**src/rtl/sgmii_pkg.sv**
```systemverilog
// Shared constants, state encoding and defaults for the SGMII receive word aligner.
package sgmii_pkg;

    // Comma character that marks the 10-bit word boundary.
    localparam logic [7:0] K28_5 = 8'hBC;

    // Default tuning values.
    localparam int DEF_HUNT_WINDOW  = 32;
    localparam int DEF_SLIP_PULSE_W = 2;
    localparam int DEF_SETTLE_CYC   = 6;
    localparam int DEF_ACQ_COMMAS   = 3;
    localparam int DEF_LOSS_ERRS    = 4;
    localparam int DEF_GOOD_RECOVER = 4;

    // Alignment controller states. The encoding is visible on the debug state port.
    typedef enum logic [2:0] {
        HUNT   = 3'd0,
        SLIP   = 3'd1,
        SETTLE = 3'd2,
        VERIFY = 3'd3,
        SYNCED = 3'd4
    } alignState_t;

    // Increment a 4-bit count, holding at 15.
    function automatic logic [3:0] satInc4(input logic [3:0] value);
        return (value == 4'hF) ? value : value + 4'd1;
    endfunction

endpackage

```
**src/rtl/sgmii_sync_err_monitor.sv**
```systemverilog
// Error / good-streak bookkeeping used while word alignment is held.
// The error count rises on every invalid group and is worked back down by
// runs of good groups; the loss request fires combinationally in the cycle
// the count would reach the loss threshold, so the controller can leave
// SYNCED on the very next edge.
module sgmii_sync_err_monitor
    import sgmii_pkg::*;
#(
    parameter int LOSS_ERRS    = DEF_LOSS_ERRS,
    parameter int GOOD_RECOVER = DEF_GOOD_RECOVER
) (
    input  logic i_Clk,
    input  logic i_ARst_L,
    input  logic i_Clear,
    input  logic i_GroupValid,
    input  logic i_GroupInvalid,
    output logic o_LossReq
);

    localparam int ERR_W    = $clog2(LOSS_ERRS + 1);
    localparam int STREAK_W = $clog2(GOOD_RECOVER + 1);

    localparam logic [ERR_W-1:0]    ERR_MAX    = ERR_W'(LOSS_ERRS);
    localparam logic [ERR_W-1:0]    ERR_ONE    = ERR_W'(1);
    localparam logic [ERR_W-1:0]    ERR_ZERO   = '0;
    localparam logic [STREAK_W-1:0] STREAK_MAX = STREAK_W'(GOOD_RECOVER);
    localparam logic [STREAK_W-1:0] STREAK_ONE = STREAK_W'(1);

    logic [ERR_W-1:0]    errCnt;
    logic [ERR_W-1:0]    errNext;
    logic [STREAK_W-1:0] streak;
    logic [STREAK_W-1:0] streakNext;

    // Next error count and good streak for the current group.
    always_comb begin
        errNext    = errCnt;
        streakNext = streak;
        if (i_Clear) begin
            errNext    = '0;
            streakNext = '0;
        end else if (i_GroupValid) begin
            if (i_GroupInvalid) begin
                if (errCnt != ERR_MAX) begin
                    errNext = errCnt + ERR_ONE;
                end
                streakNext = '0;
            end else if (errCnt != ERR_ZERO) begin
                if (streak == STREAK_MAX - STREAK_ONE) begin
                    errNext    = errCnt - ERR_ONE;
                    streakNext = '0;
                end else begin
                    streakNext = streak + STREAK_ONE;
                end
            end else if (streak != STREAK_MAX) begin
                streakNext = streak + STREAK_ONE;
            end
        end
    end

    // Counter registers.
    always_ff @(posedge i_Clk or negedge i_ARst_L) begin
        if (!i_ARst_L) begin
            errCnt <= '0;
            streak <= '0;
        end else begin
            errCnt <= errNext;
            streak <= streakNext;
        end
    end

    assign o_LossReq = !i_Clear && i_GroupValid && i_GroupInvalid && (errNext == ERR_MAX);

endmodule

```
**src/rtl/sgmii_rx_word_aligner.sv**
```systemverilog
// Receive word-alignment controller: hunts for K28.5, pulses the PHY bit-slip
// input until commas sit on the word boundary, verifies a run of commas and
// then holds sync until the error monitor reports loss.
// Handshake note: there is no valid/ready flow here; every cycle carries one
// decoded code group and all outputs are Moore decodes of registered state.
module sgmii_rx_word_aligner
    import sgmii_pkg::*;
#(
    parameter int HUNT_WINDOW  = DEF_HUNT_WINDOW,
    parameter int SLIP_PULSE_W = DEF_SLIP_PULSE_W,
    parameter int SETTLE_CYC   = DEF_SETTLE_CYC,
    parameter int ACQ_COMMAS   = DEF_ACQ_COMMAS,
    parameter int LOSS_ERRS    = DEF_LOSS_ERRS,
    parameter int GOOD_RECOVER = DEF_GOOD_RECOVER
) (
    input  logic       i_Clk,
    input  logic       i_ARst_L,
    input  logic       i_Enable,
    input  logic [7:0] i8_RxCodeGroup,
    input  logic       i_RxCodeCtrl,
    input  logic       i_RxCodeInvalid,
    output logic       o_RxBitSlip,
    output logic       o_SyncAcquired,
    output logic       o_LossOfSync,
    output logic [3:0] o4_SlipCount,
    output logic [2:0] o3_DbgState
);

    localparam int WIN_W   = $clog2(HUNT_WINDOW);
    localparam int COMMA_W = $clog2(ACQ_COMMAS + 1);
    localparam int TMR_MAX = (SLIP_PULSE_W > SETTLE_CYC) ? SLIP_PULSE_W : SETTLE_CYC;
    localparam int TMR_W   = $clog2(TMR_MAX + 1);

    localparam logic [WIN_W-1:0]   WIN_LAST    = WIN_W'(HUNT_WINDOW - 1);
    localparam logic [WIN_W-1:0]   WIN_ONE     = WIN_W'(1);
    localparam logic [COMMA_W-1:0] COMMA_LAST  = COMMA_W'(ACQ_COMMAS - 1);
    localparam logic [COMMA_W-1:0] COMMA_ONE   = COMMA_W'(1);
    localparam logic [TMR_W-1:0]   SLIP_LAST   = TMR_W'(SLIP_PULSE_W - 1);
    localparam logic [TMR_W-1:0]   SETTLE_LAST = TMR_W'(SETTLE_CYC - 1);
    localparam logic [TMR_W-1:0]   TMR_ONE     = TMR_W'(1);

    alignState_t        state;
    alignState_t        stateNext;
    logic [WIN_W-1:0]   windowCnt;
    logic [WIN_W-1:0]   windowNext;
    logic [COMMA_W-1:0] commaCnt;
    logic [COMMA_W-1:0] commaNext;
    logic [TMR_W-1:0]   slipTmr;
    logic [TMR_W-1:0]   slipTmrNext;
    logic [3:0]         slipCnt;
    logic [3:0]         slipCntNext;
    logic               lossPulse;
    logic               lossPulseNext;

    logic goodComma;
    logic monClear;
    logic monLossReq;

    assign goodComma = i_RxCodeCtrl && (i8_RxCodeGroup == K28_5) && !i_RxCodeInvalid;
    assign monClear  = !i_Enable || (state != SYNCED);

    sgmii_sync_err_monitor #(
        .LOSS_ERRS    (LOSS_ERRS),
        .GOOD_RECOVER (GOOD_RECOVER)
    ) u_errMon (
        .i_Clk          (i_Clk),
        .i_ARst_L       (i_ARst_L),
        .i_Clear        (monClear),
        .i_GroupValid   (state == SYNCED),
        .i_GroupInvalid (i_RxCodeInvalid),
        .o_LossReq      (monLossReq)
    );

    // Next-state and counter update for the alignment controller.
    always_comb begin
        stateNext     = state;
        windowNext    = windowCnt;
        commaNext     = commaCnt;
        slipTmrNext   = slipTmr;
        slipCntNext   = slipCnt;
        lossPulseNext = 1'b0;
        if (!i_Enable) begin
            stateNext   = HUNT;
            windowNext  = '0;
            commaNext   = '0;
            slipTmrNext = '0;
            slipCntNext = '0;
        end else begin
            case (state)
                HUNT: begin
                    if (goodComma) begin
                        stateNext  = VERIFY;
                        commaNext  = COMMA_ONE;
                        windowNext = '0;
                    end else if (windowCnt == WIN_LAST) begin
                        stateNext   = SLIP;
                        windowNext  = '0;
                        slipTmrNext = '0;
                        slipCntNext = satInc4(slipCnt);
                    end else begin
                        windowNext = windowCnt + WIN_ONE;
                    end
                end
                SLIP: begin
                    if (slipTmr == SLIP_LAST) begin
                        stateNext   = SETTLE;
                        slipTmrNext = '0;
                    end else begin
                        slipTmrNext = slipTmr + TMR_ONE;
                    end
                end
                SETTLE: begin
                    if (slipTmr == SETTLE_LAST) begin
                        stateNext   = HUNT;
                        slipTmrNext = '0;
                        windowNext  = '0;
                    end else begin
                        slipTmrNext = slipTmr + TMR_ONE;
                    end
                end
                VERIFY: begin
                    // An invalid group outranks a coincident window timeout.
                    if (i_RxCodeInvalid) begin
                        stateNext  = HUNT;
                        windowNext = '0;
                        commaNext  = '0;
                    end else if (goodComma) begin
                        windowNext = '0;
                        if (commaCnt == COMMA_LAST) begin
                            stateNext = SYNCED;
                            commaNext = '0;
                        end else begin
                            commaNext = commaCnt + COMMA_ONE;
                        end
                    end else if (windowCnt == WIN_LAST) begin
                        stateNext   = SLIP;
                        windowNext  = '0;
                        commaNext   = '0;
                        slipTmrNext = '0;
                        slipCntNext = satInc4(slipCnt);
                    end else begin
                        windowNext = windowCnt + WIN_ONE;
                    end
                end
                SYNCED: begin
                    if (monLossReq) begin
                        stateNext     = HUNT;
                        windowNext    = '0;
                        lossPulseNext = 1'b1;
                    end
                end
                default: begin
                    stateNext   = HUNT;
                    windowNext  = '0;
                    commaNext   = '0;
                    slipTmrNext = '0;
                end
            endcase
        end
    end

    // State and counter registers.
    always_ff @(posedge i_Clk or negedge i_ARst_L) begin
        if (!i_ARst_L) begin
            state     <= HUNT;
            windowCnt <= '0;
            commaCnt  <= '0;
            slipTmr   <= '0;
            slipCnt   <= '0;
            lossPulse <= 1'b0;
        end else begin
            state     <= stateNext;
            windowCnt <= windowNext;
            commaCnt  <= commaNext;
            slipTmr   <= slipTmrNext;
            slipCnt   <= slipCntNext;
            lossPulse <= lossPulseNext;
        end
    end

    assign o_RxBitSlip    = (state == SLIP);
    assign o_SyncAcquired = (state == SYNCED);
    assign o_LossOfSync   = lossPulse;
    assign o4_SlipCount   = slipCnt;
    assign o3_DbgState    = state;

endmodule

```
**config.mk**
```make
export PLATFORM = sky130hd
export DESIGN_NAME = sgmii_rx_word_aligner
export DESIGN_NICKNAME = d
export VERILOG_FILES = /design/src/rtl/sgmii_pkg.sv /design/src/rtl/sgmii_sync_err_monitor.sv /design/src/rtl/sgmii_rx_word_aligner.sv
export SDC_FILE = /design/constraint.sdc
export NUM_CORES = 1
export LEC_CHECK = 0
export ABC_AREA = 1
export CAP_MARGIN = 0
export CORE_MARGIN = 2
export CORE_UTILIZATION = 60
export DETAILED_ROUTE_END_ITERATION = 8
export PLACE_DENSITY = 0.85
export SLEW_MARGIN = 10
export SYNTH_ARGS = -nofsm -noshare
export SYNTH_HDL_FRONTEND = slang
export SYNTH_HIERARCHICAL = 1
export SYNTH_SLANG_ARGS = --single-unit
```
**constraint.sdc**
```tcl
create_clock -name i_Clk -period 4.9 [get_ports i_Clk]
set_clock_uncertainty 0.05 [all_clocks]
set_input_delay 0.98 -clock i_Clk [delete_from_list [all_inputs] [get_ports i_Clk]]
set_output_delay 0.98 -clock i_Clk [all_outputs]
set_load 0.005 [all_outputs]
```
==> run metrics <==
ANT cells=0; GR Util All Layers=24.9%; sequential area share after synthesis=32.5%; dominant cells by area after synthesis=dfrtp_1 (32%), nand2_1 (13%), nand3_1 (8.7%); Avg WL per Cell=12.3 um; relative slew slack=75.1%; VDD IR-drop max=0.000122 V; Post-synth EDFFs=0; initial antenna violation count=0; metal3 WL=145 um; DR pass1 iterations=5; Core Box Area=3000 um2; period utilisation layout=62.3%; CTS Hold Bufs=0; Initial Util=61.6%; Core Util, Final=71.9%; Final Hold Fails=0; clock latency on the worst-skew pair=0.32 ns; CP max-delay cell=clkdlybuf4s50_1; met2 wire length=1.98 mm; Power Dens Cells=183 nW/um2; Worst-path clk slew=0.14 ns; Worst Setup Path Type=primary input to flip-flop; Die Y=59.5 um; Worst setup SP type=primary input; Max Slew Vio Count=0; Root Buffer=clkbuf_4; Worst-Margin Slew=0.372 ns; synthesized area=1850 um2; Synth cell types=32; IO Port Bufs=22; status=finished, final reports clean; met1 WL=1.72 mm; post-CTS sizing=0; H-tree Lvls=1; Largest stage delay, worst path=0.45 ns; GPL Wtd Cong=0.878; global route overflow=0; syn avg cell area=7.09 um2; delay-heaviest family, CP=buffers and inverters; most used cell, CP=nand2_1; max_cap viols=0; post-synth top area share=32.5%; largest net degree at the start of global routing=25; Leakage=1.09 nW; # Post-CTS Setup Buffers=0; TritonCTS clock tree=built; total CTS buffers=3; hold crit path type=flip-flop to flip-flop; Layout area overhead=16.6%; setup TNS=0 ns; fin crit period=3.05 ns; DR vias/cell=5.45; nature of the critical path endpoint=flip-flop; vias in the first global route=1647; I/O pins=23; clock sinks=24; Max clock buf depth=2; Detailed Route WL=3.91 mm; worst endpoint data arrival time=3.23 ns; die width=59.5 um; layout cells sized above 1=15.0%; WP buf/inv=6; setup violators final=0; DRC viols=0; Yosys Warn Count=6; via count=1737; die area=3540 um2; Max FO, Critical Path=24; fin nets=310; HPWL Detailed=2.96 mm; max frequency=328 MHz; Iteration-0 DRC Markers=90; Synth Register Bits=24; worst path required time=5.08 ns; Final ANT Viol Nets=0; Critical Path, Cell by Cell=clkdlybuf4s50_1 > buf_4 > nand2_1 > inv_1 > nand2_1 > inv_1 > nand4_1 > inv_1 > nand2_2 > nor2_2 > inv_1 > nand3_1 > nand3_1 > nand2_1 > nand2_1 > nand2_1 > o21ai_2; # rows=20; Post-Syn Nets=284; async set-reset flop share out of synthesis=100%; Post-synth top flop=dfrtp_1; Highest Signal Layer=met4; Gate Count Post-Synth=261; post-synth top area cell=dfrtp_1; RSZ-0062 raised after global routing=no; first-pass GRT wire length=6.87 mm
-- layout make-up --
class	count	area [um2]
inverter	41	156
clock buffer	3	22.5
sequential	24	601
tap	33	41.3
timing repair buffer	24	235
multi-input combinational	193	1070
fill	263	845
clock inverter	1	30.0
-- through the flow --
stage	area, um2	setup WS (ns)	hold WS (ns)	power (mW)	std cells
final	2160	1.85	0.475	0.395	319
after global routing	2160	1.64	0.513	0.410	319
after CTS	2160	1.88	0.481	0.397	319
after detailed placement	2110	1.62	0.449	0.251	315
after global placement	2110	1.73	0.440	0.251	315
after floorplan	1850	2.44	0.417	0.229	261
-- cells in the final DEF (no fill, tap or decap), types with 2 or more instances in the layout --
| cell type | n |
|---|---|
| xor2_1 | 3 |
| nand4_1 | 10 |
| o21ai_2 | 2 |
| ha_1 | 10 |
| buf_4 | 2 |
| dfrtp_1 | 24 |
| nand2_1 | 63 |
| nand2_4 | 2 |
| o21ai_1 | 3 |
| a21oi_1 | 7 |
| nand2_2 | 8 |
| inv_2 | 5 |
| inv_1 | 34 |
| a21oi_2 | 2 |
| nor2_2 | 7 |
| nor3_1 | 2 |
| nand3_1 | 32 |
| clkbuf_4 | 3 |
| nor2_1 | 24 |
| nand3_2 | 4 |
| clkdlybuf4s50_1 | 22 |
| nor2_4 | 2 |
| o21ai_0 | 5 |
-- path summary, 6_finish.rpt --
check                                from            endpoint  slack, ns  cells after the start
max in group asynchronous        i_ARst_L  u_errMon/errCnt[0]       3.61                      2
setup reg to reg           o3_DbgState[1]      o3_DbgState[1]       2.16                     18
hold reg to reg                slipTmr[1]          slipTmr[1]       0.47                      2
setup / recovery                 i_Enable      o3_DbgState[1]       1.85                     17
hold / removal                 slipTmr[1]          slipTmr[1]       0.47                      2
min in group asynchronous        i_ARst_L          slipTmr[0]       0.94                      2
-- tightest hold or removal path, delay by kind of cell (launching register included) --
family | cells | cell delay (ns)
AND/OR/NAND/NOR | 2 | 0.11
flip-flops | 1 | 0.40
-- flip-flops by register name (all words and copies together) (netlist names) --
signal	flops
windowCnt	5
o4_SlipCount	4
o3_DbgState	3
slipTmr	3
u_errMon/errCnt	3
u_errMon/streak	3
commaCnt	2
o_LossOfSync	1
-- where the power goes --
part           internal [mW]  leakage (nW)  total (mW)  switching, mW
Sequential             0.202         0.330       0.206        0.00421
Clock                 0.0827        0.0279       0.148         0.0648
Combinational         0.0185         0.735      0.0414         0.0229
-- cell families after synthesis --
kind of cell	share of synthesized area [%]
compound gates	7.71
flops	32.5
xor+xnor	1.89
buf+inv	9.60
simple gates	41.6
fa+ha+maj	6.76
-- cells in the mapped netlist (2+ instances only) --
library cell  number
a21oi_1            7
a21oi_2            2
dfrtp_1           24
ha_1              10
inv_1             34
inv_2              5
nand2_1           63
nand2_2            8
nand2_4            2
nand3_1           32
nand3_2            4
nand4_1           10
nor2_1            24
nor2_2             7
nor2_4             2
nor3_1             2
o21ai_0            5
o21ai_1            3
o21ai_2            2
xor2_1             3
-- layer usage --
metal,vias to the layer above,global-route usage (%)
li1,886,-
met1,798,31.7
met2,45,44.1
met3,8,2.40
met4,0,7.94
met5,-,0
Note: power is estimated with default switching activity, not from simulation.
